==> config.mk <==
export PLATFORM = sky130hd
export DESIGN_NAME = sram_dual_xbar_sync
export DESIGN_NICKNAME = d
export VERILOG_FILES = /design/src/rtl/sram_dual_xbar_sync.sv
export SDC_FILE = /design/constraint.sdc
export NUM_CORES = 1
export LEC_CHECK = 0
export ABC_AREA = 1
export CAP_MARGIN = 20
export CORE_MARGIN = 5
export CORE_UTILIZATION = 38
export DETAILED_ROUTE_END_ITERATION = 12
export GPL_TIMING_DRIVEN = 0
export PLACE_DENSITY = 0.72
export REMOVE_ABC_BUFFERS = 1
export SETUP_SLACK_MARGIN = 0.3
export SYNTH_ARGS = -nofsm -noshare
export SYNTH_HDL_FRONTEND = slang
export SYNTH_SLANG_ARGS = --single-unit
==> constraint.sdc <==
create_clock -name clk -period 1.75 [get_ports clk]
set_input_delay 0.4375 -clock clk [delete_from_list [all_inputs] [get_ports clk]]
set_output_delay 0.4375 -clock clk [all_outputs]
set_load 0.03 [all_outputs]
==> src/rtl/sram_dual_xbar_sync.sv <==
// Registered 2x2 crossbar between two masters (A, B) and two SRAM controllers (1, 2).
// Each channel remembers which master owns its in-flight transaction, so a
// later mapping change can never misroute a completion. Mapping changes are
// deferred until both channels are idle and no request is arriving.
module sram_dual_xbar_sync #(
    parameter int DW = 16,
    parameter int AW = 20
) (
    input  logic          clk,
    input  logic          rst_n,
    input  logic          sel,
    output logic          map_o,
    output logic          swap_ack,
    input  logic          i_mem_A,
    input  logic          i_mem_B,
    input  logic          i_rw_A,
    input  logic          i_rw_B,
    input  logic [DW-1:0] i_din_A,
    input  logic [DW-1:0] i_din_B,
    input  logic [AW-1:0] i_adr_A,
    input  logic [AW-1:0] i_adr_B,
    output logic          o_ready_A,
    output logic          o_ready_B,
    output logic [DW-1:0] o_dout_A,
    output logic [DW-1:0] o_dout_B,
    output logic          o_mem1,
    output logic          o_mem2,
    output logic          o_rw1,
    output logic          o_rw2,
    output logic [DW-1:0] o_din1,
    output logic [DW-1:0] o_din2,
    output logic [AW-1:0] o_adr1,
    output logic [AW-1:0] o_adr2,
    input  logic          i_ready1,
    input  logic          i_ready2,
    input  logic [DW-1:0] i_dout1,
    input  logic [DW-1:0] i_dout2,
    output logic          err_o
);

    typedef enum logic {SW_STABLE, SW_PENDING} swap_state_t;

    // Master index 0 = A, 1 = B; channel index 0 = controller 1, 1 = controller 2.
    logic [1:0]    m_mem;
    logic [1:0]    m_rw;
    logic [DW-1:0] m_din [2];
    logic [AW-1:0] m_adr [2];
    logic [1:0]    c_ready;
    logic [DW-1:0] c_dout [2];

    assign m_mem    = {i_mem_B, i_mem_A};
    assign m_rw     = {i_rw_B, i_rw_A};
    assign m_din[0] = i_din_A;
    assign m_din[1] = i_din_B;
    assign m_adr[0] = i_adr_A;
    assign m_adr[1] = i_adr_B;
    assign c_ready  = {i_ready2, i_ready1};
    assign c_dout[0] = i_dout1;
    assign c_dout[1] = i_dout2;

    logic          map_reg;
    logic [1:0]    busy_reg;
    logic [1:0]    owner_reg;
    logic [1:0]    mem_out_reg;
    logic [1:0]    rw_out_reg;
    logic [DW-1:0] din_out_reg [2];
    logic [AW-1:0] adr_out_reg [2];
    logic [1:0]    ready_out_reg;
    logic [DW-1:0] dout_out_reg [2];
    logic          err_reg;

    logic [1:0] ch_src;     // master currently mapped onto each channel
    logic [1:0] ch_req;
    logic [1:0] ch_accept;
    logic [1:0] ch_done;

    genvar gi;
    generate
        for (gi = 0; gi < 2; gi++) begin : g_chan
            assign ch_src[gi]    = map_reg ^ 1'(gi);
            assign ch_req[gi]    = m_mem[ch_src[gi]];
            // A completion in the same cycle frees the channel for a new request.
            assign ch_accept[gi] = ch_req[gi] & (~busy_reg[gi] | c_ready[gi]);
            assign ch_done[gi]   = busy_reg[gi] & c_ready[gi];

            // Channel state, owner and registered request forwarding.
            always_ff @(posedge clk or negedge rst_n) begin
                if (!rst_n) begin
                    busy_reg[gi]    <= 1'b0;
                    owner_reg[gi]   <= 1'b0;
                    mem_out_reg[gi] <= 1'b0;
                    rw_out_reg[gi]  <= 1'b0;
                    din_out_reg[gi] <= '0;
                    adr_out_reg[gi] <= '0;
                end else begin
                    mem_out_reg[gi] <= ch_accept[gi];
                    if (ch_accept[gi]) begin
                        busy_reg[gi]    <= 1'b1;
                        owner_reg[gi]   <= ch_src[gi];
                        rw_out_reg[gi]  <= m_rw[ch_src[gi]];
                        din_out_reg[gi] <= m_din[ch_src[gi]];
                        adr_out_reg[gi] <= m_adr[ch_src[gi]];
                    end else if (ch_done[gi]) begin
                        busy_reg[gi] <= 1'b0;
                    end
                end
            end
        end

        for (gi = 0; gi < 2; gi++) begin : g_master
            logic hit0;
            logic hit1;
            assign hit0 = ch_done[0] & (owner_reg[0] == 1'(gi));
            assign hit1 = ch_done[1] & (owner_reg[1] == 1'(gi));

            // Return completions to the master recorded at request time.
            always_ff @(posedge clk or negedge rst_n) begin
                if (!rst_n) begin
                    ready_out_reg[gi] <= 1'b0;
                    dout_out_reg[gi]  <= '0;
                end else begin
                    ready_out_reg[gi] <= hit0 | hit1;
                    if (hit0) begin
                        dout_out_reg[gi] <= c_dout[0];
                    end else if (hit1) begin
                        dout_out_reg[gi] <= c_dout[1];
                    end
                end
            end
        end
    endgenerate

    swap_state_t swap_state_reg;
    swap_state_t swap_state_next;
    logic        do_swap;
    logic        swap_pulse_reg;
    logic        swap_ack_reg;

    // Swap decision: only commit when nothing is in flight or arriving.
    always_comb begin
        swap_state_next = swap_state_reg;
        do_swap         = 1'b0;
        case (swap_state_reg)
            SW_STABLE: begin
                if (sel != map_reg) swap_state_next = SW_PENDING;
            end
            SW_PENDING: begin
                if (sel == map_reg) begin
                    swap_state_next = SW_STABLE;
                end else if ((busy_reg == 2'b00) && (m_mem == 2'b00) &&
                             (mem_out_reg == 2'b00)) begin
                    do_swap         = 1'b1;
                    swap_state_next = SW_STABLE;
                end
            end
            default: swap_state_next = SW_STABLE;
        endcase
    end

    // Mapping register, swap FSM state, ack delay line and sticky error.
    always_ff @(posedge clk or negedge rst_n) begin
        if (!rst_n) begin
            swap_state_reg <= SW_STABLE;
            map_reg        <= 1'b0;
            swap_pulse_reg <= 1'b0;
            swap_ack_reg   <= 1'b0;
            err_reg        <= 1'b0;
        end else begin
            swap_state_reg <= swap_state_next;
            swap_pulse_reg <= do_swap;
            swap_ack_reg   <= swap_pulse_reg;
            if (do_swap) map_reg <= sel;
            if (|(ch_req & ~ch_accept)) err_reg <= 1'b1;
        end
    end

    assign map_o     = map_reg;
    assign swap_ack  = swap_ack_reg;
    assign err_o     = err_reg;
    assign o_mem1    = mem_out_reg[0];
    assign o_mem2    = mem_out_reg[1];
    assign o_rw1     = rw_out_reg[0];
    assign o_rw2     = rw_out_reg[1];
    assign o_din1    = din_out_reg[0];
    assign o_din2    = din_out_reg[1];
    assign o_adr1    = adr_out_reg[0];
    assign o_adr2    = adr_out_reg[1];
    assign o_ready_A = ready_out_reg[0];
    assign o_ready_B = ready_out_reg[1];
    assign o_dout_A  = dout_out_reg[0];
    assign o_dout_B  = dout_out_reg[1];

endmodule
Word-level counts from Yosys, hierarchy flattened
Index checks and enable logic that the tools add are counted.
{"block": "op_classes", "magnitude_cmp": 4, "n_eq_ne": 2, "n_mux": 35, "n_bitwise": 22, "n_reduce_logical": 10}
{"operator": "$mux 16", "n": 10}
{"operator": "$mux 20", "n": 6}
{"operator": "$mux 1", "n": 18}
{"operator": "$and 1x1->1", "n": 8}
{"operator": "$reduce_bool 2->1", "n": 4}
{"operator": "$logic_not 2->1", "n": 3}
{"operator": "$not 1->1", "n": 6}
{"operator": "$ge 2x2->1 const B", "n": 2}
{"operator": "$lt 1x2->1 const B", "n": 2}
{"operator": "$not 1->2", "n": 2}
{"operator": "$or 1x1->1", "n": 4}
{"operator": "$and 2x2->2", "n": 1}
{"operator": "$logic_and 1x1->1", "n": 2}
{"operator": "$not 2->2", "n": 1}
{"operator": "$pmux 1 s2", "n": 1}
{"operator": "$reduce_or 2->1", "n": 1}
{"operator": "$eq 1x1->1", "n": 1}
{"operator": "$ne 1x1->1", "n": 1}
{"block": "word_totals", "regBits": 119, "input_bits": 113, "output_inout_bits": 113, "word_cells": 94}

Depth between registers and ports, before layout
{"block": "depth", "ltp_word": 7, "depth_mapped": 9, "mapped_depth_nobuf": 6}

Worst setup path after synthesis
OpenSTA, ideal clock, no wires.
{"block": "synth_timing", "kind": "register -> register", "from": "reg map_reg (netlist: map_o)", "to": "reg adr_out_reg, in the netlist o_adr1[10]", "setup_ps": 117, "arrival_time_ps": 1270, "t_required_ps": 1633, "setup_slack_ps": 363, "path_stages_with_launch": 10, "n_path_buf": 3, "period_less_slack_ps": 1387, "path_cell_list": "dfrtp_1 > buf_4 > inv_2 > nand2_1 > nand3_2 > inv_2 > buf_6 > buf_6 > nand2_1 > nand2_1"}
{"block": "synth_between", "elab_chain_len": 4}
{"item": "start: declaration", "line_no": "61", "source": "logic map_reg;"}
{"item": "start signal: assignment", "line_no": "172", "source": "if (do_swap) map_reg <= sel;"}
{"item": "$not 1->2 (not written as such)", "line_no": "102", "source": "adr_out_reg[gi] <= m_adr[ch_src[gi]];"}
{"item": "$mux 20 (not written as such) (3 in series)", "line_no": "102"}
{"item": "end signal: indexed assignment", "line_no": "102"}
{"item": "end: declaration", "line_no": "67", "source": "logic [AW-1:0] adr_out_reg [2];"}
Parallel ways exist; a longest one is shown, timed or not. The select of a mux whose other input is x is not followed.
A chain may end at the register's enable or synchronous reset.

Worst setup path in the final report
{"block": "layout_timing", "from": "reg map_reg (netlist: map_o)", "to": "reg din_out_reg, in the netlist o_din1[2]"}
{"block": "layout_between", "elab_chain_len": 4}
{"item": "$not 1->2 (not written as such)", "line_no": "101", "source": "din_out_reg[gi] <= m_din[ch_src[gi]];"}
{"item": "$mux 16 (not written as such) (3 in series)", "line_no": "101"}
{"item": "end signal: indexed assignment", "line_no": "101"}
{"item": "end: declaration", "line_no": "66", "source": "logic [DW-1:0] din_out_reg [2];"}
Parallel ways exist; a longest one is shown, timed or not. The select of a mux whose other input is x is not followed.

==> results by group <==
STA
  • Final slew viol count: 0
  • Total negative setup slack: 0 ps
  • Share of the clock period used by the worst path: 93.7%
  • Final worst clock skew: 4.55 ps
  • Final setup fails: 0
  • Crit path setup slack, layout: 110 ps
  • Worst rel slew slack: 64.1%
  • Unrepaired setup endpoints after global routing: yes
  • Actual slew at the worst max-slew pin: 534 ps
  • Final Hold Viols: 0
  • Final Critical Period: 1640 ps
  • Fmax: 610 MHz

Logic synthesis
  • Area of the mapped netlist: 6020 um^2
  • #FFs+latches synth: 119
  • Gate count of the mapped netlist: 863
  • Asr flop ratio synth: 100%
  • Count of unique library cells instantiated by Yosys: 17
  • Ys Warns: 0
  • Post-Syn Area per Cell: 6.98 um^2
  • Ys flop type: dfrtp_1
  • EDFF count, synth: 0
  • Sequential share of the synthesized area: 49.5%

Die
  • Number of placement rows: 46
  • Horizontal die dimension: 136 um
  • Ports placed on the boundary: 226
  • Full die area: 18500 um^2
  • Initial core utilization: 38.3%
  • Chip Height: 136 um
  • Floorplan core area: 15700 um^2

Clocking
  • Number of CTS-inserted buffers: 17
  • Max Root-Sink Buffers: 2
  • Clk root buf: clkbuf_16
  • H-tree level count: 4
  • CTS tree: done
  • Reg clk slew, reported paths: 60 ps
  • Clock network latency to the later pin of the worst-skew pair: 420 ps
  • Sinks on Clock Net: 119

Power
  • Worst IR Drop VDD: 0.949 mV
  • Leakage dissipation: 5.41 nW
  • Total power per unit cell area: 2010 nW/um^2
  • Overall Power: 20.0 mW

Finish
  • Commonest non-fill, non-tap cell in the layout: nand2_1
  • Post-synthesis to final-layout area growth: 65.7%
  • Diode count: 0
  • Fraction of the core area covered by cells at the end of the flow: 63.5%
  • Fraction of layout instances using a drive strength above 1: 23.3%
  • Most frequent cells in the layout: 533 x nand2_1, 116 x dfrtp_1, 109 x clkdlybuf4s50_1
  • Finished Cell Area: 9970 um^2
  • Count of nets after finishing: 1239

Setup path
  • Delay-heaviest family, CP: buffers and inverters
  • Crit path cell chain: buf_4 > buf_12 > inv_16 > nand2_8 > nand3_4 > buf_12 > inv_16 > nand2_1 > nand2_1
  • Type of the worst setup path: reg2reg
  • Data arrival time at the worst-slack endpoint: 1940 ps
  • Required time at the worst-slack endpoint: 2050 ps
  • Worst Setup End Kind: flip-flop
  • Highest-delay cell along the critical path: dfrtp_4
  • Maximum cell stage delay along the critical path: 510 ps
  • Kind of start point of the critical path: flip-flop
  • Number of buffers and inverters on the critical path: 5
  • Maximum fanout along the worst path: 19

Global routing
  • First-pass GRT wire length: 37300 um
  • Number of global-route vias before repair: 6525
  • Remaining global-route overflow: 0
  • Antenna violations before repair: 2
  • Overall track demand over capacity in global routing: 26.9%
  • Pin count of the biggest net entering global routing: 90

Routing
  • Final ANT Viol Nets: 0
  • Number of design-rule violations left by the first detailed-router iteration: 528
  • Average via count per standard cell: 5.05
  • DR DRC count: 0
  • First drt pass iteration count: 5
  • Average wire per cell in the routed design: 19.1 um
  • Total via count after detailed routing: 6841
  • Total wirelength of the detailed-routed design: 25900 um

Worst hold path
  • Hold crit path type: reg2reg

Placement
  • IO buf count: 225
  • HPWL after DPL: 14000 um
  • Routability Congestion: 0.855
  • Pre-CTS worst setup slack: -1960 ps
  • Placement-stage cell area: 8380 um^2

Run status
  • Outcome: completed

Flow run
  • MaxCap Viol Count: 0
## layout make-up
| type | instances | area [um^2] |
|---|---|---|
| Clock buffer | 20 | 467 |
| Clock inverter | 12 | 245 |
| Fill cell | 1380 | 5740 |
| Inverter | 43 | 211 |
| Multi-Input combinational cell | 662 | 3030 |
| Sequential cell | 119 | 2990 |
| Tap cell | 216 | 270 |
| Timing Repair Buffer | 279 | 2710 |
| Timing Repair inverter | 4 | 48.8 |
## cells in the mapped netlist (3+ instances only)
cell type | number | area, um^2
nor2_1 | 5 | 18.8
buf_6 | 3 | 33.8
inv_1 | 37 | 139
inv_2 | 6 | 22.5
nand2_1 | 550 | 2060
dfrtp_1 | 119 | 2980
buf_2 | 30 | 150
buf_4 | 11 | 82.6
nand3_1 | 75 | 375
nand4_1 | 14 | 87.6
clkbuf_1 | 7 | 26.3
## routing by layer
metal	up-vias	GRT usage (%)	wire length [um]
met4	4	8.62	511
met1	3266	32.8	10200
met3	48	10.7	2840
li1	3197	-	-
met5	-	0	27
met2	326	43.6	12300
## where the power goes
part / internal, mW / leakage (nW) / total (mW) / switching (mW)
clock network: 2.93 / 0.346 / 4.22 / 1.30
logic: 3.95 / 3.60 / 10.9 / 6.95
registers: 4.05 / 1.47 / 4.90 / 0.852
## through the flow
step                std cells  hold slack [ps]
floorplan                 812              142
global placement         1253              334
detailed placement       1258              343
CTS                      1334              361
global route             1355              370
finish                   1355              359
## kinds of logic after synthesis
kind of cell           count (synthesis)  synth area share (%)
AO/OA/AOI/OAI                          3                 0.312
XOR/XNOR                               1                 0.145
buffers and inverters                 94                  7.54
flip-flops                           119                  49.5
AND/OR/NAND/NOR                      646                  42.5
## final timing paths
kind                                start     endpoint  slack (ps)  depth (start not counted)
max in group asynchronous           rst_n  busy_reg[0]         510                          3
setup / recovery                    map_o    o_din1[2]         110                          9
hold / removal             swap_pulse_reg     swap_ack         360                          0
min in group asynchronous           rst_n  o_dout_A[0]         470                          2
hold reg to reg            swap_pulse_reg     swap_ack         360                          0
setup reg to reg                    map_o    o_din1[2]         110                          9
## worst reg2reg max path, stage by stage, from the launching register on
cell,delay (ps)
dfrtp_4,510
buf_4,160
buf_12,140
inv_16,90
nand2_8,100
nand3_4,110
buf_12,180
inv_16,80
nand2_1,90
nand2_1,60
## timing repair
item / in CTS / in global routing
setup endpoints to repair: 230 / 166
resized for setup: 642 / 158
pin swaps: 11 / 15
setup buffers: 28 / 12
cloned: 15 / 9
hold buffers: 1 / 0
hold endpoints to repair: 30 / 0
No activity file was read; power rests on OpenSTA's default activity.
